==> src/rtl/mul_pkg.sv <==
// Shared types and sizing helpers for the sequential Booth multiplier.
// BOOTH_RADIX4_EN selects radix-4 recoding (two multiplier bits per step); radix-2 otherwise.
package mul_pkg;

    localparam int DEFAULT_WIDTH = 32;

`ifdef BOOTH_RADIX4_EN
    localparam bit RADIX4 = 1'b1;
`else
    localparam bit RADIX4 = 1'b0;
`endif

    // Bits retired per step and width of the recoder window {Q[SH-1:0], q_m1}.
    localparam int BOOTH_SHIFT = RADIX4 ? 2 : 1;
    localparam int BOOTH_WIN   = BOOTH_SHIFT + 1;

    typedef enum logic [1:0] {
        IDLE,
        RUN,
        DONE
    } state_t;

    typedef enum logic [2:0] {
        NONE,
        ADD1,
        SUB1,
        ADD2,
        SUB2
    } booth_digit_t;

    function automatic int iter_count(input int width, input bit radix4);
        return radix4 ? (width / 2) : width;
    endfunction

endpackage

==> src/rtl/booth_recoder.sv <==
// Purpose: map low multiplier bits plus q_m1 to a Booth digit (radix-4 when BOOTH_RADIX4_EN).
// Latency: purely combinational.
// Backpressure: none; output follows the window every cycle.
module booth_recoder
    import mul_pkg::*;
(
    input  logic [BOOTH_WIN-1:0] bits,
    output booth_digit_t         digit
);

    always_comb begin
        digit = NONE;
`ifdef BOOTH_RADIX4_EN
        case (bits)
            3'b001, 3'b010: digit = ADD1;
            3'b011:         digit = ADD2;
            3'b100:         digit = SUB2;
            3'b101, 3'b110: digit = SUB1;
            default:        digit = NONE;
        endcase
`else
        case (bits)
            2'b01:   digit = ADD1;
            2'b10:   digit = SUB1;
            default: digit = NONE;
        endcase
`endif
    end

endmodule

==> src/rtl/booth_seq_multiplier.sv <==
// Purpose: sequential signed Booth multiplier, WIDTH x WIDTH -> 2*WIDTH split into hi/lo (BOOTH_RADIX4_EN: radix-4).
// Latency: start accepted at edge N, done and product valid after edge N+ITER (ITER = WIDTH or WIDTH/2).
// Backpressure: start is only sampled in IDLE/DONE; busy stalls the requester while RUN iterates.
module booth_seq_multiplier
    import mul_pkg::*;
#(
    parameter int WIDTH = DEFAULT_WIDTH
) (
    input  logic             clock,
    input  logic             reset,
    input  logic             start,
    input  logic [WIDTH-1:0] multiplicand,
    input  logic [WIDTH-1:0] multiplier,
    output logic             busy,
    output logic             done,
    output logic [WIDTH-1:0] product_hi,
    output logic [WIDTH-1:0] product_lo
);

    localparam int ITER = iter_count(WIDTH, RADIX4);
    localparam int SH   = BOOTH_SHIFT;
    // Extra headroom bits keep -M and -2M of the most negative operand representable.
    localparam int AW   = WIDTH + SH;
    localparam int CW   = (ITER > 1) ? $clog2(ITER) : 1;

    state_t            state;
    logic [AW-1:0]     acc;
    logic [WIDTH-1:0]  q_reg;
    logic [WIDTH-1:0]  m_reg;
    logic              q_m1;
    logic [CW-1:0]     cnt;

    booth_digit_t      digit;
    logic [AW-1:0]     m_ext;
    logic [AW-1:0]     addend;
    logic              sub;
    logic [AW-1:0]     sum;
    logic [AW+WIDTH-1:0] shifted;
    logic [AW-1:0]     acc_next;
    logic [WIDTH-1:0]  q_next;
    logic              accept;
    logic              last_step;

    booth_recoder u_recoder (
        .bits  ({q_reg[SH-1:0], q_m1}),
        .digit (digit)
    );

    assign m_ext = {{SH{m_reg[WIDTH-1]}}, m_reg};

    always_comb begin
        addend = '0;
        sub    = 1'b0;
        case (digit)
            ADD1: addend = m_ext;
            SUB1: begin
                addend = m_ext;
                sub    = 1'b1;
            end
            ADD2: addend = m_ext << 1;
            SUB2: begin
                addend = m_ext << 1;
                sub    = 1'b1;
            end
            default: begin
                addend = '0;
                sub    = 1'b0;
            end
        endcase
    end

    // Subtraction as add of the one's complement plus carry-in.
    assign sum      = acc + (addend ^ {AW{sub}}) + {{(AW-1){1'b0}}, sub};
    assign shifted  = $unsigned($signed({sum, q_reg}) >>> SH);
    assign acc_next = shifted[AW+WIDTH-1:WIDTH];
    assign q_next   = shifted[WIDTH-1:0];

    assign accept    = start && (state != RUN);
    assign last_step = (cnt == CW'(ITER - 1));

    always_ff @(posedge clock) begin
        if (reset) begin
            state      <= IDLE;
            busy       <= 1'b0;
            done       <= 1'b0;
            product_hi <= '0;
            product_lo <= '0;
            acc        <= '0;
            q_reg      <= '0;
            m_reg      <= '0;
            q_m1       <= 1'b0;
            cnt        <= '0;
        end else begin
            case (state)
                IDLE, DONE: begin
                    done <= 1'b0;
                    if (accept) begin
                        state <= RUN;
                        busy  <= 1'b1;
                        m_reg <= multiplicand;
                        q_reg <= multiplier;
                        acc   <= '0;
                        q_m1  <= 1'b0;
                        cnt   <= '0;
                    end else begin
                        state <= IDLE;
                        busy  <= 1'b0;
                    end
                end
                RUN: begin
                    acc  <= acc_next;
                    q_reg <= q_next;
                    q_m1 <= q_reg[SH-1];
                    cnt  <= cnt + 1'b1;
                    if (last_step) begin
                        state      <= DONE;
                        busy       <= 1'b0;
                        done       <= 1'b1;
                        product_hi <= acc_next[WIDTH-1:0];
                        product_lo <= q_next;
                    end
                end
                default: begin
                    state <= IDLE;
                    busy  <= 1'b0;
                    done  <= 1'b0;
                end
            endcase
        end
    end

endmodule

==> config.mk <==
export PLATFORM = sky130hd
export DESIGN_NAME = booth_seq_multiplier
export DESIGN_NICKNAME = d
export VERILOG_FILES = /design/src/rtl/mul_pkg.sv /design/src/rtl/booth_recoder.sv /design/src/rtl/booth_seq_multiplier.sv
export SDC_FILE = /design/constraint.sdc
export NUM_CORES = 1
export LEC_CHECK = 0
export ABC_AREA = 1
export BUFFER_PORTS_ARGS = -buffer_cell sky130_fd_sc_hd__buf_2
export CAP_MARGIN = 10
export CORE_ASPECT_RATIO = 1.75
export CORE_UTILIZATION = 30
export DETAILED_ROUTE_END_ITERATION = 7
export PLACE_DENSITY = 0.59
export RECOVER_POWER = 50
export SYNTH_ARGS = -nofsm -noshare
export SYNTH_HDL_FRONTEND = slang
export SYNTH_SLANG_ARGS = --single-unit
==> constraint.sdc <==
create_clock -name clock -period 6.1 [get_ports clock]
set_input_delay 0.305 -clock clock [delete_from_list [all_inputs] [get_ports clock]]
set_output_delay 0.305 -clock clock [all_outputs]
set_load 0.01 [all_outputs]
==> flow_summary_export.csv <==
group,metric,value,unit
floorplan,fp-row-count,82,
worst_setup_path,crit_path_max_incr_delay,2.37,ns
worst_setup_path,crit_slowest_cell,"clkbuf_1",
worst_setup_path,worst_ep_required_time,6.46,ns
synthesis,synth_cell_types,41,
synthesis,syn-cell-area,8810,um2
power_and_ir_drop,seqPwrFrac,0.448,
sta,post-route-period-util,0.745,
clocking,htree_num_levels,4,
worst_setup_path,path_class,"in -> reg",
floorplan,start_util,0.307,
floorplan,die_y,229,um
final_layout,stdcell_count,1757,
power_and_ir_drop,switching_share,0.289,
final_layout,final_util,0.356,
synthesis,postSynthNetCount,1374,
worst_setup_path,cp-end-kind,"register",
power_and_ir_drop,p_sw,766,uW
sta,max_clock_freq,220,MHz
clocking,path_clk_slew,0.07,ns
final_layout,fin_nets,1471,
worst_setup_path,arrival,4.91,ns
final_layout,diodes,0,
clocking,cts.repair.resized,0,
power_and_ir_drop,ir_drop,0.188,mV
detailed_routing,detail-route-antenna-nets,0,
detailed_routing,drtIter0Drc,411,
sta,drv_slew,85,
floorplan,core-area,28700,um2
place,gp_congestion,0.983,
sta,finalClockSkew,0.0101,ns
worst_setup_path,rrSetupSlack,2.06,ns
final_layout,final_common_cell,"nand2_1",
worst_setup_path,r2r_start,"state[0]",
sta,worstMarginPinSlew,3.28,ns
floorplan,fp.dieArea,30100,um2
power_and_ir_drop,p_clk_frac,0.414,
min_path,hold_start,"multiplier[5]",
clocking,cts_buffers,17,
place,portBuffers,132,
global_route,grtUsageTotal,0.204,
sta,hold_viol,0,
status,outcome,"finished with violations",
worst_setup_path,crit_chain,"buf_2 -> inv_1 -> clkbuf_1 -> o21ai_0 -> nor2_1",
detailed_routing,post_drt_wl_per_cell,17.4,um
global_route,grt_max_degree,85,
place,dpl_cell_area,9750,um2
clocking,cts_hold_buf,0,
floorplan,die_w,132,um
clocking,clockRootBuffer,"clkbuf_16",
min_path,min_path_cells,3,
worst_setup_path,critPathCapture,"m_reg[8]",
final_layout,layout-drive-gt1-share,0.0870,
synthesis,ys_ff_latch,170,
worst_setup_path,crit_family,"buffers and inverters",
power_and_ir_drop,power,2.65,mW
detailed_routing,vias,8791,
synthesis,seq_area_frac_synth,0.386,
worst_setup_path,r2r-end,"q_reg[15]",
min_path,hp-class,"in -> reg",
sta,setup-tns-final,0,ns
sta,rsz0062_at_grt,"false",
clocking,cts_sinks,170,
synthesis,yosysWarnings,0,
final_layout,regArea,3400,um2
sta,setup_ws,1.55,ns
sta,fin_crit,4.55,ns
detailed_routing,finalWirelength,30.5,mm
power_and_ir_drop,combPwrFrac,0.139,
worst_setup_path,r2r_cells,7,
global_route,globalRouteOverflowTotal,0,
worst_setup_path,critPathLaunchType,"input pin",
place,pre_cts_ws,2.33,ns
detailed_routing,first_pass_iters,5,
flow_run,cap_violations,2,
status,violations,"capacitance limit, slew limit",
worst_setup_path,cp_max_fo,84,
worst_setup_path,worst-path-buf-inv,3,
sta,slew_headroom,-1.18,
final_layout,fill_cells,3253,
power_and_ir_drop,powerDensity,259,nW/um2
place,numPlacedInstances,1727,
clocking,clockBufferDepth,2,
detailed_routing,drc,0,
place,hpwl,23.1,mm
synthesis,syn-mean-instance-area,6.93,um2
global_route,first_global_vias,8736,
detailed_routing,avgViaCountPerCell,5.00,
final_layout,multi_input_area,4710,um2
floorplan,ioPinCount,133,
clocking,cts_tree,"done",
final_layout,final_cell_area,10200,um2
global_route,antenna_found_initial,0,
sta,setup_viol,0,
final_layout,final_cell_mix,"nand2_1, dfxtp_1, nor2_1",
power_and_ir_drop,p_int,1.89,mW
sta,holdWs,0.0780,ns
clocking,post_cts_buffers,0,
synthesis,synth_cells,1271,
clocking,insertion_delay,0.45,ns
global_route,grt_pass1_wl,46.8,mm
worst_setup_path,cp.depth,5,
worst_setup_path,crit_path_start,"reset",
final_layout,layout-area-overhead-vs-synth,16.1,%
power_and_ir_drop,power.static_leakage,4.58,nW
[cells in the mapped netlist]
cell type	count	area, um2
a211oi_1	1	7.51
a21o_1	5	37.5
a21oi_1	58	290
a21oi_2	1	8.76
a221o_1	1	10.0
a221oi_1	3	26.3
a22o_1	9	78.8
a31oi_1	3	18.8
a32oi_1	12	105
buf_1	2	7.51
buf_2	16	80.1
buf_4	1	7.51
clkbuf_1	41	154
clkinv_1	1	3.75
dfxtp_1	170	3400
fa_1	1	20.0
ha_1	35	438
inv_1	111	417
inv_2	6	22.5
inv_4	1	6.26
nand2_1	300	1130
nand2_2	8	50.1
nand3_1	56	280
nand3b_1	1	7.51
nand4_1	7	43.8
nor2_1	161	604
nor2_2	1	6.26
nor2_4	2	22.5
nor2_8	1	20.0
nor3_1	10	50.1
nor3_2	2	20.0
nor4_1	1	6.26
o211ai_1	32	240
o21a_1	11	82.6
o21ai_0	160	801
o21ai_1	4	20.0
o21ai_2	1	8.76
o21bai_1	16	120
o221ai_1	3	26.3
o22ai_1	3	18.8
xor2_1	13	114
[area by class of cell]
type,instances,area share
inverters,119,0.0439
repair buffers,138,0.0602
clock inverters,12,0.0138
multi-input cells,922,0.460
clock buffers,18,0.0429
flip-flops and latches,170,0.333
well taps,378,0.0462
[per-layer routing]
metal / track usage / wire (um) / vias up / share of wire
met4: 0.157 / 2060 / 0 / 0.067
met2: 0.395 / 16800 / 191 / 0.55
met1: 0.188 / 10700 / 4110 / 0.35
met5: 0 / 0 / - / 0
met3: 0.0322 / 938 / 82 / 0.031
li1: - / - / 4408 / -
[tightest hold or removal path, cell delays in order]
cell and delay [ns]:
buf_2 0.08, nand2_1 0.05, o221ai_1 0.06
[power groups by stage]
| stage | clock network (mW) | registers (mW) | logic [mW] |
|---|---|---|---|
| 2_1_floorplan | 0 | 1.20 | 0.248 |
| 3_3_place_gp | 0 | 1.21 | 0.369 |
| 3_5_place_dp | 0 | 1.21 | 0.372 |
| 4_1_cts | 1.13 | 1.19 | 0.374 |
| 5_1_grt | 1.17 | 1.19 | 0.414 |
| 6_report | 1.10 | 1.19 | 0.368 |
[logic make-up (layout without fill, tap and decap cells)]
| logic type | after synthesis | after routing | synth area share |
|---|---|---|---|
| buffers and inverters | 179 | 287 | 0.0792 |
| flip-flops | 170 | 170 | 0.386 |
| AO/OA/AOI/OAI | 323 | 323 | 0.216 |
| adder cells (fa/ha/maj) | 36 | 36 | 0.0520 |
| XOR/XNOR | 13 | 13 | 0.0129 |
| AND/OR/NAND/NOR | 550 | 550 | 0.254 |
[worst min path at each step]
| stage | to | slack (ns) |
|---|---|---|
| finish | q_reg[5] | 0.08 |
| global route | q_reg[31] | 0.08 |
| CTS | q_reg[5] | 0.05 |
| detailed placement | acc[26] | 0.45 |
| global placement | product_lo[23] | 0.45 |
| floorplan | state[1] | 0.38 |
(Power assumes the default switching activity.)
